### config.mk
export PLATFORM = sky130hd
export DESIGN_NAME = up_control
export DESIGN_NICKNAME = d
export VERILOG_FILES = /design/src/rtl/up_control.sv
export SDC_FILE = /design/constraint.sdc
export NUM_CORES = 1
export LEC_CHECK = 0
export ABC_AREA = 1
export BUFFER_PORTS_ARGS = -buffer_cell sky130_fd_sc_hd__buf_4
export CAP_MARGIN = 0
export CORE_UTILIZATION = 45
export DETAILED_ROUTE_END_ITERATION = 8
export PLACE_DENSITY = 0.72
export SLEW_MARGIN = 20
export SYNTH_ARGS = -nofsm -noshare
export SYNTH_HDL_FRONTEND = slang
export SYNTH_SLANG_ARGS = --single-unit
### constraint.sdc
create_clock -name clk -period 1.7 [get_ports clk]
set_clock_uncertainty 0.05 [all_clocks]
set_input_delay 0.34 -clock clk [delete_from_list [all_inputs] [get_ports clk]]
set_output_delay 0.34 -clock clk [all_outputs]
set_load 0.03 [all_outputs]
### src/rtl/up_control.sv
// Sequencing controller for the nibble-instruction micro datapath: fetches two
// instructions per memory byte and decodes every execute cycle combinationally.
module up_control (
  input  logic       clk,
  input  logic       nRst,
  input  logic       run,
  input  logic [3:0] ir,
  input  logic       z,
  input  logic       mem_ack,
  output logic [4:0] op,
  output logic       ir_we,
  output logic       pc_we,
  output logic       rb_we,
  output logic       sp_we,
  output logic [2:0] rb_sel,
  output logic       mar_we,
  output logic       mem_rd,
  output logic       mem_wr,
  output logic       halted
);

  typedef enum logic [2:0] {
    S_RESET   = 3'd0,
    S_FETCH_A = 3'd1,
    S_FETCH_D = 3'd2,
    S_EX1     = 3'd3,
    S_EX2     = 3'd4,
    S_EX3     = 3'd5,
    S_HALTED  = 3'd6
  } state_t;

  localparam logic [4:0] OP_ADD    = 5'b00000;
  localparam logic [4:0] OP_SUB    = 5'b00001;
  localparam logic [4:0] OP_MUL    = 5'b00010;
  localparam logic [4:0] OP_NAND   = 5'b00011;
  localparam logic [4:0] OP_XOR    = 5'b00101;
  localparam logic [4:0] OP_PC_SHR = 5'b10100;
  localparam logic [4:0] OP_PC_INC = 5'b10101;
  localparam logic [4:0] OP_R3     = 5'b10110;
  localparam logic [4:0] OP_SP_INC = 5'b10111;
  localparam logic [4:0] OP_SP     = 5'b11001;
  localparam logic [4:0] OP_SP_DEC = 5'b11010;
  localparam logic [4:0] OP_PC     = 5'b11011;
  localparam logic [4:0] OP_R2     = 5'b11100;
  localparam logic [4:0] OP_DIN    = 5'b11111;

  state_t state;
  state_t next_state;

  always_ff @(posedge clk or negedge nRst) begin
    if (!nRst) state <= S_RESET;
    else       state <= next_state;
  end

  // Memory states hold op/rb_sel for the whole wait; strobes only fire on ack.
  always_comb begin
    next_state = state;
    op         = OP_DIN;
    ir_we      = 1'b0;
    pc_we      = 1'b0;
    rb_we      = 1'b0;
    sp_we      = 1'b0;
    rb_sel     = 3'b000;
    mar_we     = 1'b0;
    mem_rd     = 1'b0;
    mem_wr     = 1'b0;
    halted     = 1'b0;
    case (state)
      S_RESET: next_state = S_FETCH_A;
      S_FETCH_A: begin
        if (run) begin
          op         = OP_PC_SHR;
          mar_we     = 1'b1;
          next_state = S_FETCH_D;
        end
      end
      S_FETCH_D: begin
        op     = OP_PC_INC;
        mem_rd = 1'b1;
        if (mem_ack) begin
          ir_we      = 1'b1;
          pc_we      = 1'b1;
          next_state = S_EX1;
        end
      end
      S_EX1: begin
        next_state = S_FETCH_A;
        case (ir)
          4'h1, 4'h2, 4'h3, 4'h4, 4'h5: begin
            case (ir)
              4'h1:    op = OP_ADD;
              4'h2:    op = OP_SUB;
              4'h3:    op = OP_MUL;
              4'h4:    op = OP_NAND;
              default: op = OP_XOR;
            endcase
            rb_we  = 1'b1;
            rb_sel = 3'b101;
          end
          4'h6, 4'h7: begin
            op         = OP_R3;
            mar_we     = 1'b1;
            next_state = S_EX2;
          end
          4'h8: begin
            op     = OP_R2;
            rb_we  = 1'b1;
            rb_sel = 3'b111;
          end
          4'h9, 4'hD: begin
            op         = OP_SP_DEC;
            sp_we      = 1'b1;
            mar_we     = 1'b1;
            next_state = S_EX2;
          end
          4'hA, 4'hE: begin
            op         = OP_SP;
            mar_we     = 1'b1;
            next_state = S_EX2;
          end
          4'hB: begin
            op    = OP_R3;
            pc_we = z;
          end
          4'hC: begin
            op    = OP_R3;
            pc_we = 1'b1;
          end
          4'hF: next_state = S_HALTED;
          default: ;
        endcase
      end
      S_EX2: begin
        next_state = S_FETCH_A;
        case (ir)
          4'h6: begin
            mem_rd = 1'b1;
            rb_sel = 3'b000;
            rb_we  = mem_ack;
            if (!mem_ack) next_state = S_EX2;
          end
          4'h7, 4'h9: begin
            mem_wr = 1'b1;
            op     = OP_R2;
            if (!mem_ack) next_state = S_EX2;
          end
          4'hA: begin
            mem_rd     = 1'b1;
            rb_sel     = 3'b010;
            rb_we      = mem_ack;
            next_state = mem_ack ? S_EX3 : S_EX2;
          end
          4'hD: begin
            mem_wr     = 1'b1;
            op         = OP_PC;
            next_state = mem_ack ? S_EX3 : S_EX2;
          end
          4'hE: begin
            mem_rd     = 1'b1;
            pc_we      = mem_ack;
            next_state = mem_ack ? S_EX3 : S_EX2;
          end
          default: ;
        endcase
      end
      S_EX3: begin
        next_state = S_FETCH_A;
        case (ir)
          4'hA, 4'hE: begin
            op    = OP_SP_INC;
            sp_we = 1'b1;
          end
          4'hD: begin
            op    = OP_R3;
            pc_we = 1'b1;
          end
          default: ;
        endcase
      end
      S_HALTED: halted = 1'b1;
      default: next_state = S_RESET;
    endcase
  end

endmodule

==> results of run 1 <==
==> worst max-delay path: stages (launching register included) <==
cell	delay [ns]
dfrtp_2	0.44
nor2_4	0.18
inv_2	0.07
nor2_4	0.12
inv_2	0.08
nor2_2	0.18
nor3_2	0.08
nand2_1	0.09
buf_6	0.13
==> where the power goes <==
group / switching, µW / internal [µW] / total, µW / leakage, µW
combinational: 1040 / 676 / 1710 / 0.000623
sequential: 43.5 / 108 / 151 / 0.0000361
clock: 44.0 / 88.4 / 132 / 0.0000150
total: 1130 / 872 / 2000 / 0.000674
==> final cells by class <==
| cell class | count | share of cell area, % |
|---|---|---|
| tap | 15 | 1.51 |
| inverter | 19 | 5.95 |
| timing repair buffer | 46 | 32.3 |
| multi-input combinational | 108 | 52.0 |
| sequential | 3 | 6.15 |
| clock buffer | 4 | 2.12 |
==> cell families after synthesis <==
| logic type | Yosys count | share of synthesized area (%) |
|---|---|---|
| AOI/OAI and AO/OA | 19 | 17.2 |
| buffers and inverters | 21 | 12.8 |
| DFF | 3 | 11.1 |
| and+or+nand+nor | 89 | 58.9 |
==> per-stage QoR <==
step	total power (µW)	utilization [%]	instance area (µm²)	worst slack [ns]	setup TNS, ns
final	2000	91.9	1240	-0.316	-1.98
after global routing	2110	91.9	1240	-0.387	-2.75
after detailed placement	1410	74.1	1000	-0.0431	-0.0629
after CTS	1720	84.2	1140	-0.154	-1.12
after floorplan	947	-	697	-0.0256	-0.0256
after global placement	1380	74.1	1000	-0.0111	-0.0251
==> cell usage after synthesis (all sizes together) <==
cell type	instances	area (µm²)
nand2	52	198
nor2	21	108
inv	19	71.3
nand3	11	65.1
o21ai	7	35.0
a21oi	5	25.0
nor3	4	20.0
dfrtp	3	75.1
o211ai	3	22.5
buf	2	15.0
a32o	1	10.0
nand3b	1	7.51
o21a	1	7.51
o31ai	1	7.51
o32ai	1	8.76
==> metal layers <==
layer | up-vias | GRT usage [%] | wire length [µm]
li1 | 517 | - | -
met1 | 552 | 40.8 | 1290
met2 | 143 | 63.1 | 1710
met3 | 46 | 3.80 | 475
met4 | 0 | 10.8 | 331
met5 | - | 0 | 0
==> worst max path at each step <==
stage	from	endpoint	slack (ns)
final	state[1]	op[3]	-0.32
after global routing	state[1]	op[3]	-0.39
after CTS	state[2]	op[3]	-0.15
after floorplan	state[1]	pc_we	-0.03
after detailed placement	ir[0]	op[3]	-0.04
after global placement	ir[1]	op[3]	-0.01
==> timing repair <==
item	4_1_cts	5_1_grt
endpoints found under the hold margin	3	0
cloned	0	0
hold buffers	1	0
setup buffers	3	3
resized for setup	27	24
pin swaps	4	4
setup endpoints to repair	14	14
==> results.md, run 1 <==
- Achievable Freq: 0.496 GHz
- Max-cap violations: 0
- Lkg Pwr: 0.000674 µW
- Htree depth: 1
- Worst-path clk slew: 0.04 ns
- Site row count: 13
- Final Net Count: 190
- Sequential element share of the synthesized area: 11.1%
- Outcome: finished, violations left
- Fin crit period: 2.02 ns
- Synth Net Count: 141
- Largest regs: state (3)
- Post-DP HPWL: 1750 µm
- Post-synthesis register bit count: 3
- Slew @ Worst Pin: 0.460 ns
- Final setup vio count: 11
- Crit path kind: flop to output port
- Leading cell types in the layout, fill and taps excluded: nand2_1, buf_4, buf_6
- I/O Buffers: 24
- Gr usage total: 34.3%
- Vias per std cell: 6.45
- RSZ-0062 raised after global routing: true
- CTS tree: done
- Warnings from Yosys: 0
- Critical R2R Capture: state[1]
- Post-Synthesis Cells: 132
- CTS buffer count: 3
- Grt ovf: 0
- Initial antenna violation count: 0
- Reg-to-reg startpoint: state[2]
- Slew HR: 69.1%
- Area growth from synthesis to layout: 83.7%
- R2R setup slack: 0.16 ns
- Crit. End Element: output port
- First-pass GRT wire length: 3860 µm
- Antenna diodes: 0
- Mapped Area: 676 µm²
- I/O pin total: 25
- Max clock buf depth: 2
- Worst min path class: primary input to async pin
- CP Data Required Time: 1.31 ns
- Vias in the first global route: 946
- Avg Cell Area, Syn: 5.12 µm²
- Starting density of the core: 50.0%
- DRT Pass-1 Iters: 7
- Crit path launch type: flop
- PwrDens: 1610 mW/mm²
- Post-DRT Antenna Nets: 0
- Clock sinks: 3
- Commonest non-fill, non-tap cell in the layout: nand2_1
- Total Die Area: 0.00166 mm²
- GP Congestion: 0.898
- Largest net degree at the start of global routing: 9
- Maximum fanout along the worst path: 4
- Failing checks: DRC, setup timing
- Core area: 0.00135 mm²
- Worst Reg-to-Reg Cells: 8
- Max reg flops: 3
- Final critical-path share of the clock period: 119%
- Drt initial violations: 100
- Fillers: 55
- Final Max Slew Viols: 0
- Fin worst setup slack: -0.316 ns
- WHS: 0.375 ns
- Crit path arrival time: 1.63 ns
- Worst VDD drop: 1160 µV
- Multi-input gate area: 646 µm²
- Non-Filler Instances: 195
- DRC violations left: 1
- Final wirelength: 3800 µm
- Die X: 40.8 µm
- Cells after DPL: 185
- Flip-flop and latch area: 76.3 µm²
- Largest reg by FF count: state
- Die H: 40.8 µm
- Via count: 1,258
- Yosys cell types: 21
- Skew-Pair Late Insertion Delay: 0.24 ns
- Avg WL per Cell: 19.5 µm
- Root Buffer: clkbuf_4
- Share of layout cells above drive strength 1: 51.7%
- Fin. Hold Viols: 0
No activity file was read; power rests on OpenSTA's default activity.
==> run 2, diff against run 1 <==
Settings changed: PLACE_DENSITY 0.72 to 0.84.
==> results.md, run 2 <==
- Outcome: stopped before the end
- Halt Stage: global routing (5_1_grt)
- Halt Reason: [ERROR DPL-0033] detailed placement checks failed during check placement.
- Htree depth: 1
- Post-Synthesis Cells: 132
- Initial antenna violation count: 0
- Dpl ws: -0.0480 ns
- Main synth FF type: dfrtp_1
- Area leader, netlist: nand2_1
- Most numerous cell in the Yosys netlist: nand2_1
- Synth top area share: 28.3%
- Avg Cell Area, Syn: 5.12 µm²
- Max clock buf depth: 2
- Largest net degree at the start of global routing: 9
- Die H: 40.8 µm
- I/O Buffers: 24
- Synth Net Count: 141
- Mapped Area: 676 µm²
- CTS buffer count: 3
- Site row count: 13
- Yosys cell types: 21
- Sequential element share of the synthesized area: 11.1%
- Post-synthesis register bit count: 3
- Ranking of synthesized cells by area: nand2_1, dfrtp_1, nor2_1
- Die X: 40.8 µm
- Root Buffer: clkbuf_4
- Post-synth EDFFs: 0
- I/O pin total: 25
- Post-synth ARST share: 100%
- Starting density of the core: 50.0%
- Warnings from Yosys: 0
- Worst Endpoint after GRT Repair: pc_we
- Worst End Pin Type: output port
- Post-DP HPWL: 1860 µm
- Clock sinks: 3
- GP Congestion: 0.934
- Most frequent cells after synthesis: nand2_1, nor2_1, inv_1, nand3_1
run 2: cell counts after synthesis:
Identical to the previous run, type by type.
run 2: timing repair:
item | in CTS
hold endpoints to repair | 3
setup buffers | 4
setup endpoints to repair | 15
pin swaps | 9
resized for setup | 37
hold buffers | 1
run 2: metrics by stage:
stage	utilization [%]	hold slack [ns]	setup TNS (ns)	cells	instance area, µm²
4_1_cts	88.3	0.378	-0.907	195	1190
3_5_place_dp	74.7	0.0806	-0.199	186	1010
3_3_place_gp	74.7	0.0780	0	186	1010
2_1_floorplan	-	-0.00559	-0.0256	132	697
run 2: cells by family after synthesis:
family	Yosys count	share of synthesized area [%]
AO/OA/AOI/OAI	19	17.2
AND/OR/NAND/NOR	89	58.9
buffers and inverters	21	12.8
flip-flops	3	11.1
==> run 3, diff against run 2 <==
Settings changed: CORE_AREA set to 2 2 63 65, CORE_UTILIZATION 45 to unset, DIE_AREA set to 0 0 65 67, PLACE_DENSITY 0.84 to unset, PLACE_DENSITY_LB_ADDON set to 0.15.
==> results.md, run 3 (synthesis gave the netlist of run 1 again) <==
- Fin. Hold Viols: 0
- Clock sinks: 3
- Site row count: 22
- Final Net Count: 211
- Post-DP HPWL: 2180 µm
- Fin crit period: 1.90 ns
- CTS tree: done
- Starting density of the core: 18.7%
- GP Congestion: 0.842
- Final setup vio count: 13
- Final Instance Area: 0.00149 mm²
- Final wirelength: 2800 µm
- Via count: 1,054
- Failing checks: setup timing
- Largest reg by FF count: state
- Commonest non-fill, non-tap cell in the layout: buf_4
- DP Area: 0.00117 mm²
- Crit path arrival time: 1.51 ns
- CP Data Required Time: 1.31 ns
- Achievable Freq: 0.527 GHz
- Final critical-path share of the clock period: 112%
- Cells after DPL: 235
- Initial antenna violation count: 0
- First-pass GRT wire length: 4500 µm
- DRC violations left: 0
- Largest regs: state (3)
- RSZ-0062 raised after global routing: true
- CTS buffer count: 3
- Maximum fanout along the worst path: 4
- Max reg flops: 3
- Avg WL per Cell: 11.3 µm
- Area growth from synthesis to layout: 121%
- I/O pin total: 25
- Non-Filler Instances: 249
- Vias in the first global route: 1,011
- Crit. End Element: output port
- Post-Route Setup TNS: -1.74 ns
- Dpl ws: -0.0632 ns
- Crit path kind: flop to output port
- Total Die Area: 0.00436 mm²
- Gr usage total: 13.1%
- Largest net degree at the start of global routing: 9
- Total power: 2230 µW
- Drt initial violations: 26
- Post-DRT Antenna Nets: 0
- Slew HR: 76.3%
- Outcome: finished, violations left
- Leading cell types in the layout, fill and taps excluded: buf_4, nand2_1, buf_6
- I/O Buffers: 24
- Fin worst setup slack: -0.199 ns
- Worst VDD drop: 470 µV
- Die X: 65 µm
- Max-cap violations: 0
- Share of layout cells above drive strength 1: 55.7%
- Max clock buf depth: 2
- Vias per std cell: 4.23
- Htree depth: 1
- Final Max Slew Viols: 0
- Skew-Pair Late Insertion Delay: 0.21 ns
- Root Buffer: clkbuf_8
- Grt ovf: 0
- Slew @ Worst Pin: 0.352 ns
- Antenna diodes: 0
- Die H: 67 µm
- Core area: 0.00361 mm²
- Crit path launch type: flop
- Worst-path clk slew: 0.03 ns
- Worst min path class: primary input to async pin
- PwrDens: 1500 mW/mm²
- DRT Pass-1 Iters: 4
- Lkg Pwr: 0.000793 µW
## run 3: through the flow
stage | utilization, % | hold slack [ns]
after floorplan | - | -0.00559
after global placement | 32.4 | 0.0779
after detailed placement | 32.4 | 0.0827
after CTS | 37.5 | 0.401
after global routing | 41.4 | 0.405
final | 41.4 | 0.398
## run 3: layer usage
metal | up-vias | share of wire, % | wire length (µm) | global-route usage (%)
met2 | 13 | 50 | 1400 | 22.2
met4 | 0 | 0.68 | 19 | 3.19
li1 | 562 | - | - | -
met1 | 477 | 48 | 1350 | 17.8
met3 | 2 | 1.4 | 38 | 1.01
met5 | - | 0 | 0 | 0
## run 3: timing repair
| item | 4_1_cts | 5_1_grt |
|---|---|---|
| hold buffers | 1 | 0 |
| gates resized for setup | 29 | 26 |
| setup buffers | 4 | 5 |
| endpoints found under the setup margin | 15 | 16 |
| pin swaps | 6 | 10 |
| endpoints found under the hold margin | 3 | 0 |
## run 3: final timing paths
path / startpoint / to / slack [ns] / cells past startpoint
worst min-delay path: nRst / state[2] / 0.40 / 2
worst max-delay path: state[2] / sp_we / -0.20 / 8
worst min register to register: state[1] / state[0] / 0.74 / 4
min in group clk: mem_ack / state[1] / 0.50 / 4
max in group asynchronous: nRst / state[0] / 1.10 / 2
worst max register to register: state[2] / state[1] / 0.17 / 8
## run 3: power by group
group          switching, µW  internal (µW)
clock network           45.9            160
logic                   1010            846
registers               57.1            110
## run 3: worst max-delay path, stage by stage (launching register included)
cell	delay, ns
dfrtp_1	0.39
inv_4	0.09
nor2_4	0.13
inv_2	0.06
nor2_4	0.15
inv_2	0.06
buf_4	0.14
o32ai_4	0.10
buf_6	0.17
## run 3: area by class of cell
| class | instances | area [µm²] |
|---|---|---|
| clock buffers | 4 | 45.0 |
| repair buffers | 67 | 566 |
| well taps | 48 | 60.1 |
| fillers | 376 | 2110 |
| multi-input cells | 108 | 666 |
| inverters | 19 | 78.8 |
| flip-flops and latches | 3 | 77.6 |
